===== config.mk =====
export PLATFORM = sky130hd
export DESIGN_NAME = nmea_sentence_gen
export DESIGN_NICKNAME = d
export VERILOG_FILES = /design/src/rtl/nmea_pkg.sv /design/src/rtl/nmea_sentence_gen_bin2bcd.sv /design/src/rtl/nmea_sentence_gen.sv
export SDC_FILE = /design/constraint.sdc
export NUM_CORES = 1
export LEC_CHECK = 0
export BUFFER_PORTS_ARGS = -buffer_cell sky130_fd_sc_hd__buf_4
export CORE_MARGIN = 2
export CORE_UTILIZATION = 51
export DETAILED_ROUTE_END_ITERATION = 8
export MAX_ROUTING_LAYER = met4
export PLACE_DENSITY = 0.73
export SETUP_SLACK_MARGIN = 0.1
export SKIP_CTS_REPAIR_TIMING = 1
export SLEW_MARGIN = 30
export SYNTH_ARGS = -nofsm -noshare
export SYNTH_HDL_FRONTEND = slang
export SYNTH_SLANG_ARGS = --single-unit

===== constraint.sdc =====
create_clock -name clk -period 6.34 [get_ports clk]
set_clock_uncertainty 0.15 [all_clocks]
set_input_delay 0.317 -clock clk [delete_from_list [all_inputs] [get_ports clk]]
set_output_delay 0.317 -clock clk [all_outputs]
set_load 0.05 [all_outputs]

===== src/rtl/nmea_pkg.sv =====
// rtl/nmea_pkg.sv - shared constants, state type and helpers for the RMC sentence generator
package nmea_pkg;

    localparam logic [7:0] ASCII_DOLLAR = 8'h24;
    localparam logic [7:0] ASCII_COMMA  = 8'h2C;
    localparam logic [7:0] ASCII_DOT    = 8'h2E;
    localparam logic [7:0] ASCII_STAR   = 8'h2A;
    localparam logic [7:0] ASCII_CR     = 8'h0D;
    localparam logic [7:0] ASCII_LF     = 8'h0A;
    localparam logic [7:0] ASCII_N      = 8'h4E;
    localparam logic [7:0] ASCII_S      = 8'h53;
    localparam logic [7:0] ASCII_E      = 8'h45;
    localparam logic [7:0] ASCII_W      = 8'h57;
    localparam logic [7:0] ASCII_R      = 8'h52;
    localparam logic [7:0] ASCII_M      = 8'h4D;
    localparam logic [7:0] ASCII_C      = 8'h43;

    typedef enum logic [1:0] {IDLE, CONVERT, SEND} state_t;

    localparam int BCD_DIGITS = 10;
    localparam int UTC_DIGITS = 9;
    localparam int LAT_DIGITS = 8;
    localparam int LON_DIGITS = 9;
    localparam int SPD_DIGITS = 5;

    localparam logic [31:0] UTC_MAX = 32'd999999999;
    localparam logic [31:0] LAT_MAX = 32'd99999999;
    localparam logic [31:0] LON_MAX = 32'd999999999;
    localparam logic [31:0] SPD_MAX = 32'd99999;

    localparam int SENTENCE_LEN = 60;
    localparam logic [5:0] LAST_IDX     = 6'(SENTENCE_LEN - 1);
    // Checksum covers the bytes between '$' (index 0) and '*' (index 55)
    localparam logic [5:0] CS_FIRST_IDX = 6'd1;
    localparam logic [5:0] CS_LAST_IDX  = 6'd54;

    function automatic logic [7:0] hex_ascii(input logic [3:0] n);
        return (n < 4'd10) ? {4'h3, n} : (8'h37 + {4'h0, n});
    endfunction

    function automatic logic [7:0] digit_ascii(input logic [3:0] d);
        return {4'h3, d};
    endfunction

    function automatic logic [31:0] saturate(input logic [31:0] v, input logic [31:0] lim);
        return (v > lim) ? lim : v;
    endfunction

endpackage


===== src/rtl/nmea_sentence_gen_bin2bcd.sv =====
// rtl/nmea_sentence_gen_bin2bcd.sv - sequential double-dabble, 32-bit binary to 10 BCD digits
module nmea_bin2bcd
    import nmea_pkg::*;
(
    input  logic                    clk,
    input  logic                    rst,
    input  logic                    load,
    input  logic [31:0]             bin,
    output logic [4*BCD_DIGITS-1:0] bcd,
    output logic                    done
);

    logic [31:0]             shreg;
    logic [5:0]              cnt;
    logic [4*BCD_DIGITS-1:0] adj;

    always_comb begin
        adj = '0;
        for (int i = 0; i < BCD_DIGITS; i++) begin
            adj[4*i +: 4] = (bcd[4*i +: 4] >= 4'd5) ? (bcd[4*i +: 4] + 4'd3) : bcd[4*i +: 4];
        end
    end

    always_ff @(posedge clk) begin
        if (rst) begin
            shreg <= '0;
            bcd   <= '0;
            cnt   <= '0;
            done  <= 1'b0;
        end else if (load) begin
            shreg <= bin;
            bcd   <= '0;
            cnt   <= 6'd32;
            done  <= 1'b0;
        end else if (cnt != 6'd0) begin
            bcd   <= {adj[4*BCD_DIGITS-2:0], shreg[31]};
            shreg <= {shreg[30:0], 1'b0};
            cnt   <= cnt - 6'd1;
            done  <= (cnt == 6'd1);
        end else begin
            done  <= 1'b0;
        end
    end

endmodule


===== src/rtl/nmea_sentence_gen.sv =====
// rtl/nmea_sentence_gen.sv - serialises one binary fix as a checksummed $xxRMC byte stream
module nmea_sentence_gen
    import nmea_pkg::*;
#(
    parameter logic [15:0] TALKER      = 16'h4750,
    parameter logic [7:0]  STATUS_CHAR = 8'h41
) (
    input  logic        clk,
    input  logic        rst,
    input  logic        start,
    output logic        start_ready,
    input  logic [31:0] utc_time,
    input  logic [31:0] latitude,
    input  logic        north,
    input  logic [31:0] longitude,
    input  logic        east,
    input  logic [31:0] ground_speed,
    output logic [7:0]  m_tdata,
    output logic        m_tvalid,
    input  logic        m_tready,
    output logic        m_tlast,
    output logic        busy
);

    state_t      state;
    logic [31:0] utc_f, lat_f, lon_f, spd_f;
    logic        north_f, east_f;
    logic        load_q;
    logic [1:0]  cvt_idx;
    logic [1:0]  bin_sel;
    logic        cvt_load;
    logic [31:0] cvt_bin;
    logic [4*BCD_DIGITS-1:0] cvt_bcd;
    logic        cvt_done;
    logic [4*UTC_DIGITS-1:0] utc_bcd;
    logic [4*LAT_DIGITS-1:0] lat_bcd;
    logic [4*LON_DIGITS-1:0] lon_bcd;
    logic [4*SPD_DIGITS-1:0] spd_bcd;
    logic [5:0]  idx;
    logic [5:0]  nidx;
    logic [7:0]  cs;
    logic [7:0]  next_byte;
    logic        unused_bcd;

    // The next conversion is loaded in the very cycle the previous one reports done
    assign bin_sel    = cvt_done ? (cvt_idx + 2'd1) : cvt_idx;
    assign cvt_load   = load_q || (cvt_done && cvt_idx != 2'd3);
    assign unused_bcd = ^cvt_bcd[4*BCD_DIGITS-1:4*UTC_DIGITS];

    always_comb begin
        cvt_bin = utc_f;
        case (bin_sel)
            2'd0:    cvt_bin = utc_f;
            2'd1:    cvt_bin = lat_f;
            2'd2:    cvt_bin = lon_f;
            default: cvt_bin = spd_f;
        endcase
    end

    nmea_bin2bcd u_bin2bcd (
        .clk  (clk),
        .rst  (rst),
        .load (cvt_load),
        .bin  (cvt_bin),
        .bcd  (cvt_bcd),
        .done (cvt_done)
    );

    assign nidx = idx + 6'd1;

    always_comb begin
        next_byte = 8'h00;
        case (nidx)
            6'd0:  next_byte = ASCII_DOLLAR;
            6'd1:  next_byte = TALKER[15:8];
            6'd2:  next_byte = TALKER[7:0];
            6'd3:  next_byte = ASCII_R;
            6'd4:  next_byte = ASCII_M;
            6'd5:  next_byte = ASCII_C;
            6'd6, 6'd17, 6'd19, 6'd29, 6'd31, 6'd42, 6'd44,
            6'd51, 6'd52, 6'd53, 6'd54: next_byte = ASCII_COMMA;
            6'd13, 6'd24, 6'd37, 6'd48: next_byte = ASCII_DOT;
            6'd7:  next_byte = digit_ascii(utc_bcd[35:32]);
            6'd8:  next_byte = digit_ascii(utc_bcd[31:28]);
            6'd9:  next_byte = digit_ascii(utc_bcd[27:24]);
            6'd10: next_byte = digit_ascii(utc_bcd[23:20]);
            6'd11: next_byte = digit_ascii(utc_bcd[19:16]);
            6'd12: next_byte = digit_ascii(utc_bcd[15:12]);
            6'd14: next_byte = digit_ascii(utc_bcd[11:8]);
            6'd15: next_byte = digit_ascii(utc_bcd[7:4]);
            6'd16: next_byte = digit_ascii(utc_bcd[3:0]);
            6'd18: next_byte = STATUS_CHAR;
            6'd20: next_byte = digit_ascii(lat_bcd[31:28]);
            6'd21: next_byte = digit_ascii(lat_bcd[27:24]);
            6'd22: next_byte = digit_ascii(lat_bcd[23:20]);
            6'd23: next_byte = digit_ascii(lat_bcd[19:16]);
            6'd25: next_byte = digit_ascii(lat_bcd[15:12]);
            6'd26: next_byte = digit_ascii(lat_bcd[11:8]);
            6'd27: next_byte = digit_ascii(lat_bcd[7:4]);
            6'd28: next_byte = digit_ascii(lat_bcd[3:0]);
            6'd30: next_byte = north_f ? ASCII_N : ASCII_S;
            6'd32: next_byte = digit_ascii(lon_bcd[35:32]);
            6'd33: next_byte = digit_ascii(lon_bcd[31:28]);
            6'd34: next_byte = digit_ascii(lon_bcd[27:24]);
            6'd35: next_byte = digit_ascii(lon_bcd[23:20]);
            6'd36: next_byte = digit_ascii(lon_bcd[19:16]);
            6'd38: next_byte = digit_ascii(lon_bcd[15:12]);
            6'd39: next_byte = digit_ascii(lon_bcd[11:8]);
            6'd40: next_byte = digit_ascii(lon_bcd[7:4]);
            6'd41: next_byte = digit_ascii(lon_bcd[3:0]);
            6'd43: next_byte = east_f ? ASCII_E : ASCII_W;
            6'd45: next_byte = digit_ascii(spd_bcd[19:16]);
            6'd46: next_byte = digit_ascii(spd_bcd[15:12]);
            6'd47: next_byte = digit_ascii(spd_bcd[11:8]);
            6'd49: next_byte = digit_ascii(spd_bcd[7:4]);
            6'd50: next_byte = digit_ascii(spd_bcd[3:0]);
            6'd55: next_byte = ASCII_STAR;
            6'd56: next_byte = hex_ascii(cs[7:4]);
            6'd57: next_byte = hex_ascii(cs[3:0]);
            6'd58: next_byte = ASCII_CR;
            6'd59: next_byte = ASCII_LF;
            default: next_byte = 8'h00;
        endcase
    end

    always_ff @(posedge clk) begin
        if (rst) begin
            state       <= IDLE;
            start_ready <= 1'b1;
            busy        <= 1'b0;
            m_tvalid    <= 1'b0;
            m_tlast     <= 1'b0;
            m_tdata     <= '0;
            cs          <= '0;
            idx         <= '0;
            load_q      <= 1'b0;
            cvt_idx     <= '0;
            utc_f       <= '0;
            lat_f       <= '0;
            lon_f       <= '0;
            spd_f       <= '0;
            north_f     <= 1'b0;
            east_f      <= 1'b0;
            utc_bcd     <= '0;
            lat_bcd     <= '0;
            lon_bcd     <= '0;
            spd_bcd     <= '0;
        end else begin
            case (state)
                IDLE: begin
                    if (start && start_ready) begin
                        utc_f       <= saturate(utc_time, UTC_MAX);
                        lat_f       <= saturate(latitude, LAT_MAX);
                        lon_f       <= saturate(longitude, LON_MAX);
                        spd_f       <= saturate(ground_speed, SPD_MAX);
                        north_f     <= north;
                        east_f      <= east;
                        load_q      <= 1'b1;
                        cvt_idx     <= '0;
                        state       <= CONVERT;
                        start_ready <= 1'b0;
                        busy        <= 1'b1;
                    end
                end
                CONVERT: begin
                    load_q <= 1'b0;
                    if (cvt_done) begin
                        case (cvt_idx)
                            2'd0:    utc_bcd <= cvt_bcd[4*UTC_DIGITS-1:0];
                            2'd1:    lat_bcd <= cvt_bcd[4*LAT_DIGITS-1:0];
                            2'd2:    lon_bcd <= cvt_bcd[4*LON_DIGITS-1:0];
                            default: spd_bcd <= cvt_bcd[4*SPD_DIGITS-1:0];
                        endcase
                        cvt_idx <= cvt_idx + 2'd1;
                        if (cvt_idx == 2'd3) begin
                            state    <= SEND;
                            m_tvalid <= 1'b1;
                            m_tdata  <= ASCII_DOLLAR;
                            m_tlast  <= 1'b0;
                            idx      <= '0;
                        end
                    end
                end
                SEND: begin
                    if (m_tvalid && m_tready) begin
                        if (idx >= CS_FIRST_IDX && idx <= CS_LAST_IDX) begin
                            cs <= cs ^ m_tdata;
                        end
                        if (idx == LAST_IDX) begin
                            state       <= IDLE;
                            m_tvalid    <= 1'b0;
                            m_tlast     <= 1'b0;
                            m_tdata     <= '0;
                            cs          <= '0;
                            start_ready <= 1'b1;
                            busy        <= 1'b0;
                        end else begin
                            idx     <= nidx;
                            m_tdata <= next_byte;
                            m_tlast <= (nidx == LAST_IDX);
                        end
                    end
                end
                default: state <= IDLE;
            endcase
        end
    end

endmodule


Yosys cells after proc, flatten, opt, wreduce, memory -nomap -nowiden
Index checks and enable logic that the tools add are counted.
{"block": "word_totals", "reg_bits": 364, "wordCells": 230, "inputBits": 134, "out_inout_bits": 12}
{"block": "classes", "n_lt_le_gt_ge": 18, "n_eq_ne": 75, "n_reduce_logical": 32, "bitwise_logic": 3, "muxes": 62, "n_addsub": 15}
{"operator": "$pmux W7 S47", "n": 1}
{"operator": "$mux W32", "n": 6}
{"operator": "$eq A6 B6 Y1 const B", "n": 29}
{"operator": "$eq A6 B5 Y1 const B", "n": 16}
{"operator": "$pmux W32 S3", "n": 1}
{"operator": "$gt A32 B30 Y1 const B", "n": 2}
{"operator": "$eq A6 B4 Y1 const B", "n": 8}
{"operator": "$mux W8", "n": 6}
{"operator": "$ge A4 B3 Y1 const B", "n": 10}
{"operator": "$add A4 B2 Y4 const B", "n": 9}
{"operator": "$mux W4", "n": 9}
{"operator": "$mux W6", "n": 6}
{"operator": "$gt A32 B17 Y1 const B", "n": 1}
{"operator": "$gt A32 B27 Y1 const B", "n": 1}
{"operator": "$eq A6 B3 Y1 const B", "n": 4}
{"operator": "$pmux W8 S2", "n": 1}
{"operator": "$reduce_and A3 Y1", "n": 5}
{"operator": "$reduce_and A5 Y1", "n": 3}
{"operator": "$add A6 B4 Y7 const A", "n": 2}
{"operator": "$mux W2", "n": 7}
{"operator": "$mux W7", "n": 2}
{"operator": "$eq A6 B1 Y1 const B", "n": 2}
{"operator": "$eq A6 B2 Y1 const B", "n": 2}
{"operator": "$mux W1", "n": 12}
{"operator": "other kinds (31)", "n": 60}

Logic depth before layout (Yosys ltp)
{"block": "depth", "depth_word": 7, "mapped_depth": 13, "depth_no_buf": 10}

Cells and area by module
From an unflattened synthesis, not the netlist that was laid out.
{"block": "hier_totals", "cells_unflattened": 2216, "area_unflattened_um2": 17932.2}
{"module": "nmea_sentence_gen", "cells_each": 1643, "area_each_um2": 13476.7, "n_inst": 1}
{"module": "nmea_bin2bcd", "cells_each": 573, "area_each_um2": 4455.5, "n_inst": 1}

Worst setup path after synthesis
Ideal clock, no wire load.
{"block": "synth_path", "path_kind": "register -> register", "start": "register idx[1]", "end": "register m_tdata[5]", "setup_slack_ns": 3.411, "stages_incl_launch_ff": 13, "arrival_time_ns": 2.647, "path_buffers": 2, "cell_sequence": "dfxtp_1 buf_2 inv_1 ha_1 clkbuf_1 nand2_1 nor2_1 a211oi_1 a211oi_1 or4b_1 a221o_1 a2111oi_2 nor3_1"}
{"block": "synth_between", "elab_chain_cells": 7, "word_cells_on_any_way": 68}
{"item": "start, declared", "line_no": "nmea_sentence_gen.sv:39", "source": "logic [5:0] idx;"}
{"item": "start signal, assigned", "line_no": "nmea_sentence_gen.sv:198", "source": "idx <= nidx;"}
{"item": "$add A6 B1 Y6", "line_no": "nmea_sentence_gen.sv:69", "source": "assign nidx = idx + 6'd1;"}
{"item": "$eq A6 B3 Y1 (tied with other cells)", "line_no": "nmea_sentence_gen.sv:73", "source": "case (nidx)"}
{"item": "$reduce_or A11 Y1 or $reduce_or A4 Y1 (tied branches)", "line_no": "nmea_sentence_gen.sv:73"}
{"item": "$pmux W7 S47", "line_no": "nmea_sentence_gen.sv:73"}
{"item": "$mux W8 *", "line_no": "nmea_sentence_gen.sv:189", "source": "if (idx == LAST_IDX) begin"}
{"item": "$mux W8 *", "line_no": "nmea_sentence_gen.sv:185", "source": "if (m_tvalid && m_tready) begin"}
{"item": "$pmux W8 S2 *", "line_no": "nmea_sentence_gen.sv:149", "source": "case (state)"}
{"item": "end signal, assigned", "line_no": "nmea_sentence_gen.sv:199", "source": "m_tdata <= next_byte;"}
{"item": "end, declared", "line_no": "nmea_sentence_gen.sv:18", "source": "output logic [7:0] m_tdata,"}
Mark *: on every way between the ends. The rest lies on a longest branch, timed or not. The select of a mux whose other input is x is not followed.
A chain may end at the register's enable or synchronous reset.

Worst setup path in the final report
{"block": "layout_path", "start": "register idx[0]", "end": "register m_tdata[5]"}
Same word-level chain as after synthesis.

==> results.txt <==
Final wirelength: 60500 um. In the final design database the tool counted 2488 nets. At the pin with the least slew margin, the transition time is 1.02 ns. The detail route stage leaves a number of antenna-violating nets equal to 0. The vertical extent of the die was 188 um; the power density of the placed cells was 295 nW/um^2. The most common cell in the synthesized netlist is nand2_1. The number of top-level pins was 146; the starting utilization of the core area was 51.6%.

The worst min-delay path category is input port to register. Entering global routing, the biggest net connects 101 pins. In this run the biggest area consumer among cell types represents 41.5% of the synthesized area.

The number of buffers created by CTS was 39; the weighted congestion reported at the end of routability-driven placement was 0.997. The die footprint was 35300 um^2. On the critical path the largest part of the delay comes from compound AO/OA/AOI/OAI gates. The number of fill cells in the layout came out at 2825. On the critical path, the stage with the largest delay is an instance of dfxtp_1. For the post-synthesis sequential area ratio, the log shows 41.5%.

The final clock period utilization by the worst path was 65.9%; the minimum clock period after layout was 4.18 ns. The floorplan step defined a core boundary enclosing 33400 um^2. CTS built an H-tree with a depth of 2.

The share of total power dissipated in combinational logic is 19.1%. The logs give 1.87 mW for the switching component of the power and 4.25 mW for the cell-internal power. Along the worst path, the maximum fanout reaches 39.

Global routing used 32.7% of the available tracks. For the required time of the critical path, the log shows 6.57 ns. Across the VDD grid, the largest voltage drop is 0.227 mV.

During synthesis, Yosys emitted a total of 0 warnings. In this run the tightest slew margin relative to its limit is 31.7%. The total of buffers placed on input and output ports works out to 144.

The run gives 0 as the remaining design rule violation count. Net switching is 30.6% of the power. The final instance area is 20700 um^2.

The run gives 43.1% as the fraction of power consumed by sequential logic. The largest total area in the synthesized netlist belongs to dfxtp_1. The logs give 0 for the final number of max-transition violations and 37.8% for the clock power share. The final reports fail on hold timing. After synthesis, the cell types taking the most area are dfxtp_1, nand2_1, a21oi_1. In this run the horizontal extent of the chip is 188 um. In the final routed layout, each cell accounts on average for 21.6 um. TritonCTS built the clock tree. The post-route setup TNS came out at 0 ns. For this run, the top clock speed supported by timing is 0.239 GHz. The share of layout cells above drive strength 1 is 12.3%, and the number of max-cap violations is 0. Relative to the synthesized area, the layout overhead comes to 20.1%. In the synthesized netlist the async set-or-reset flop fraction comes to 0%. The floorplan has 67 rows. The number of hold violations in the final report was 8; the number of DRC markers after the initial detailed-route iteration was 1584. The first TritonRoute pass finished after 6 iterations.

After synthesis, the mean cell area works out to 7.85 um^2. Setup repair after global routing left no endpoint under its margin. The flow ran to the end, but the final reports show violations. The tree built by TritonCTS fans out to 358 sinks.

Among all flip-flop cells after synthesis, the most frequent one is dfxtp_1. Walking the worst path, the cells encountered are ha_1 -> buf_4 -> and3_1 -> o22a_1 -> a21oi_1 -> or4b_1 -> a221o_1 -> a2111oi_2 -> nor3_1. After synthesis, the netlist uses 82 different library cells.

For the first-pass GRT wire length, the log shows 88800 um. The count of buffer and inverter cells on the critical path was 1; the clock latency on the worst-skew pair was 0.54 ns. The tools report the number of global-route vias before repair as 15600.

STA classifies the critical path startpoint as a register. The run gives 4.41 ns as the arrival time at the worst endpoint. The root buffer cell chosen for the clock tree is clkbuf_16.

The flop and latch count out of synthesis is 358, and the largest stage delay on the critical path is 0.66 ns. 0 antenna diodes ended up in the layout. Detailed placement finished with a half-perimeter wire length of 40900 um.

After detailed placement, the total cell area comes to 18400 um^2. Excluding fillers, the count of instances in the completed layout stands at 2799. The number of antenna violations at the first check in global routing came out at 0. After synthesis the cells add up to 17300 um^2. Maximum root-to-sink buffer count: 3.

The worst setup path is of the register to register kind. Using the TritonRoute via totals, the vias-per-cell ratio works out to 6.12. Counting every net in the synthesized netlist gives 2364. Setup violations remaining at the end of the flow were counted as 0.

Count of placed standard cells including taps: 2634. The count of mapped cells out of synthesis was 2200; the total global routing overflow was 0. The count of flip-flops with a built-in enable after synthesis is 0.

Category of the worst setup path capture point: a register. The clock transition time at the flip-flop clock pins of the worst setup and hold paths came out at 0.06 ns. In the synthesized netlist, the cells that appear most often are nand2_1, dfxtp_1, nor2_1. The worst hold slack was -0.0441 ns. Detailed routing inserted a total of 17100 vias.

The analysis attributes to cell leakage a power of 7.47 nW.
registers in the layout (all words and copies together) (netlist names), 2 cells and up:
name             flops
u_bin2bcd.bcd       36
lon_bcd             36
spd_bcd             20
m_tdata              7
lat_bcd             32
utc_bcd             36
u_bin2bcd.shreg     32
idx                  6
cvt_idx              2
spd_f               32
lon_f               32
lat_f               32
utc_f               32
cs                   7
u_bin2bcd.cnt        6
state                2
placed cells by master (no fill, tap or decap), drive strengths merged, types with 30 or more instances in the layout:
cell type    netlist  layout
o21ai             60      60
mux4              32      32
a22oi             46      46
a211oi            36      36
dlygate4sd3        0      97
ha                30      30
nor2             254     254
clkbuf           157      56
nand3             42      42
buf               29     171
nor3              81      81
nand2            438     438
and2              37      37
a21oi            213     213
dfxtp            358     358
a311oi            37      37
inv               56      58
stage by stage:
step / utilization [%] / setup slack [ns] / power, mW
detailed placement: 55.1 / 2.26 / 3.78
global placement: 55.1 / 2.39 / 3.74
global route: 62.0 / 1.95 / 6.38
CTS: 59.0 / 2.24 / 6.08
floorplan: - / 3.41 / 3.43
finish: 62.0 / 2.16 / 6.13
cell families after synthesis:
group	count (synthesis)	share of synthesized area [%]
and+or+nand+nor	973	24.7
muxes	39	4.59
xor gates and xnor gates	31	1.72
buffers and inverters	242	5.54
DFF	358	41.5
AOI/OAI and AO/OA	526	19.7
other	1	0.0217
adders and majority gates	30	2.17
worst min-delay path: cells and delay by family:
family	cells	cell delay, ns
buf+inv	1	0.09
simple gates	2	0.19
metal layers:
metal  part of all wire [%]  vias to the layer above  global-route usage [%]  routed length [um]
met5                      0                        -                       -                   0
met4                    5.2                        0                    14.8                3140
met3                    6.6                      192                    4.08                3980
met2                     48                      813                    53.8               29300
met1                     40                     8189                    40.1               24100
li1                       -                     7929                       -                   -
area by class of cell:
cell class                      instances  area (um^2)  share of cell area [%]
Clock buffer                           55         1100                    5.29
Timing Repair Buffer                  269         2270                    11.0
Tap cell                              448          561                    2.70
Inverter                               56          210                    1.01
Sequential cell                       358         7170                    34.6
Multi-Input combinational cell       1600         9210                    44.4
Clock inverter                         13          214                    1.03
path summary, 6_finish.rpt:
| kind | startpoint | endpoint | slack [ns] | cells past startpoint |
|---|---|---|---|---|
| max | idx[0] | m_tdata[5] | 2.16 | 9 |
| min reg2reg | lat_bcd[30] | lat_bcd[30] | 0.30 | 2 |
| min | latitude[13] | lat_f[13] | -0.04 | 3 |
| max reg2reg | idx[0] | m_tdata[5] | 2.16 | 9 |
power groups by stage:
| stage | logic [mW] | registers, mW | clock network [mW] |
|---|---|---|---|
| floorplan | 0.888 | 2.55 | 0 |
| finish | 1.17 | 2.64 | 2.31 |
| global route | 1.30 | 2.66 | 2.42 |
| global placement | 1.07 | 2.67 | 0 |
| detailed placement | 1.10 | 2.68 | 0 |
| CTS | 1.11 | 2.63 | 2.33 |
No activity file was read; power rests on OpenSTA's default activity.
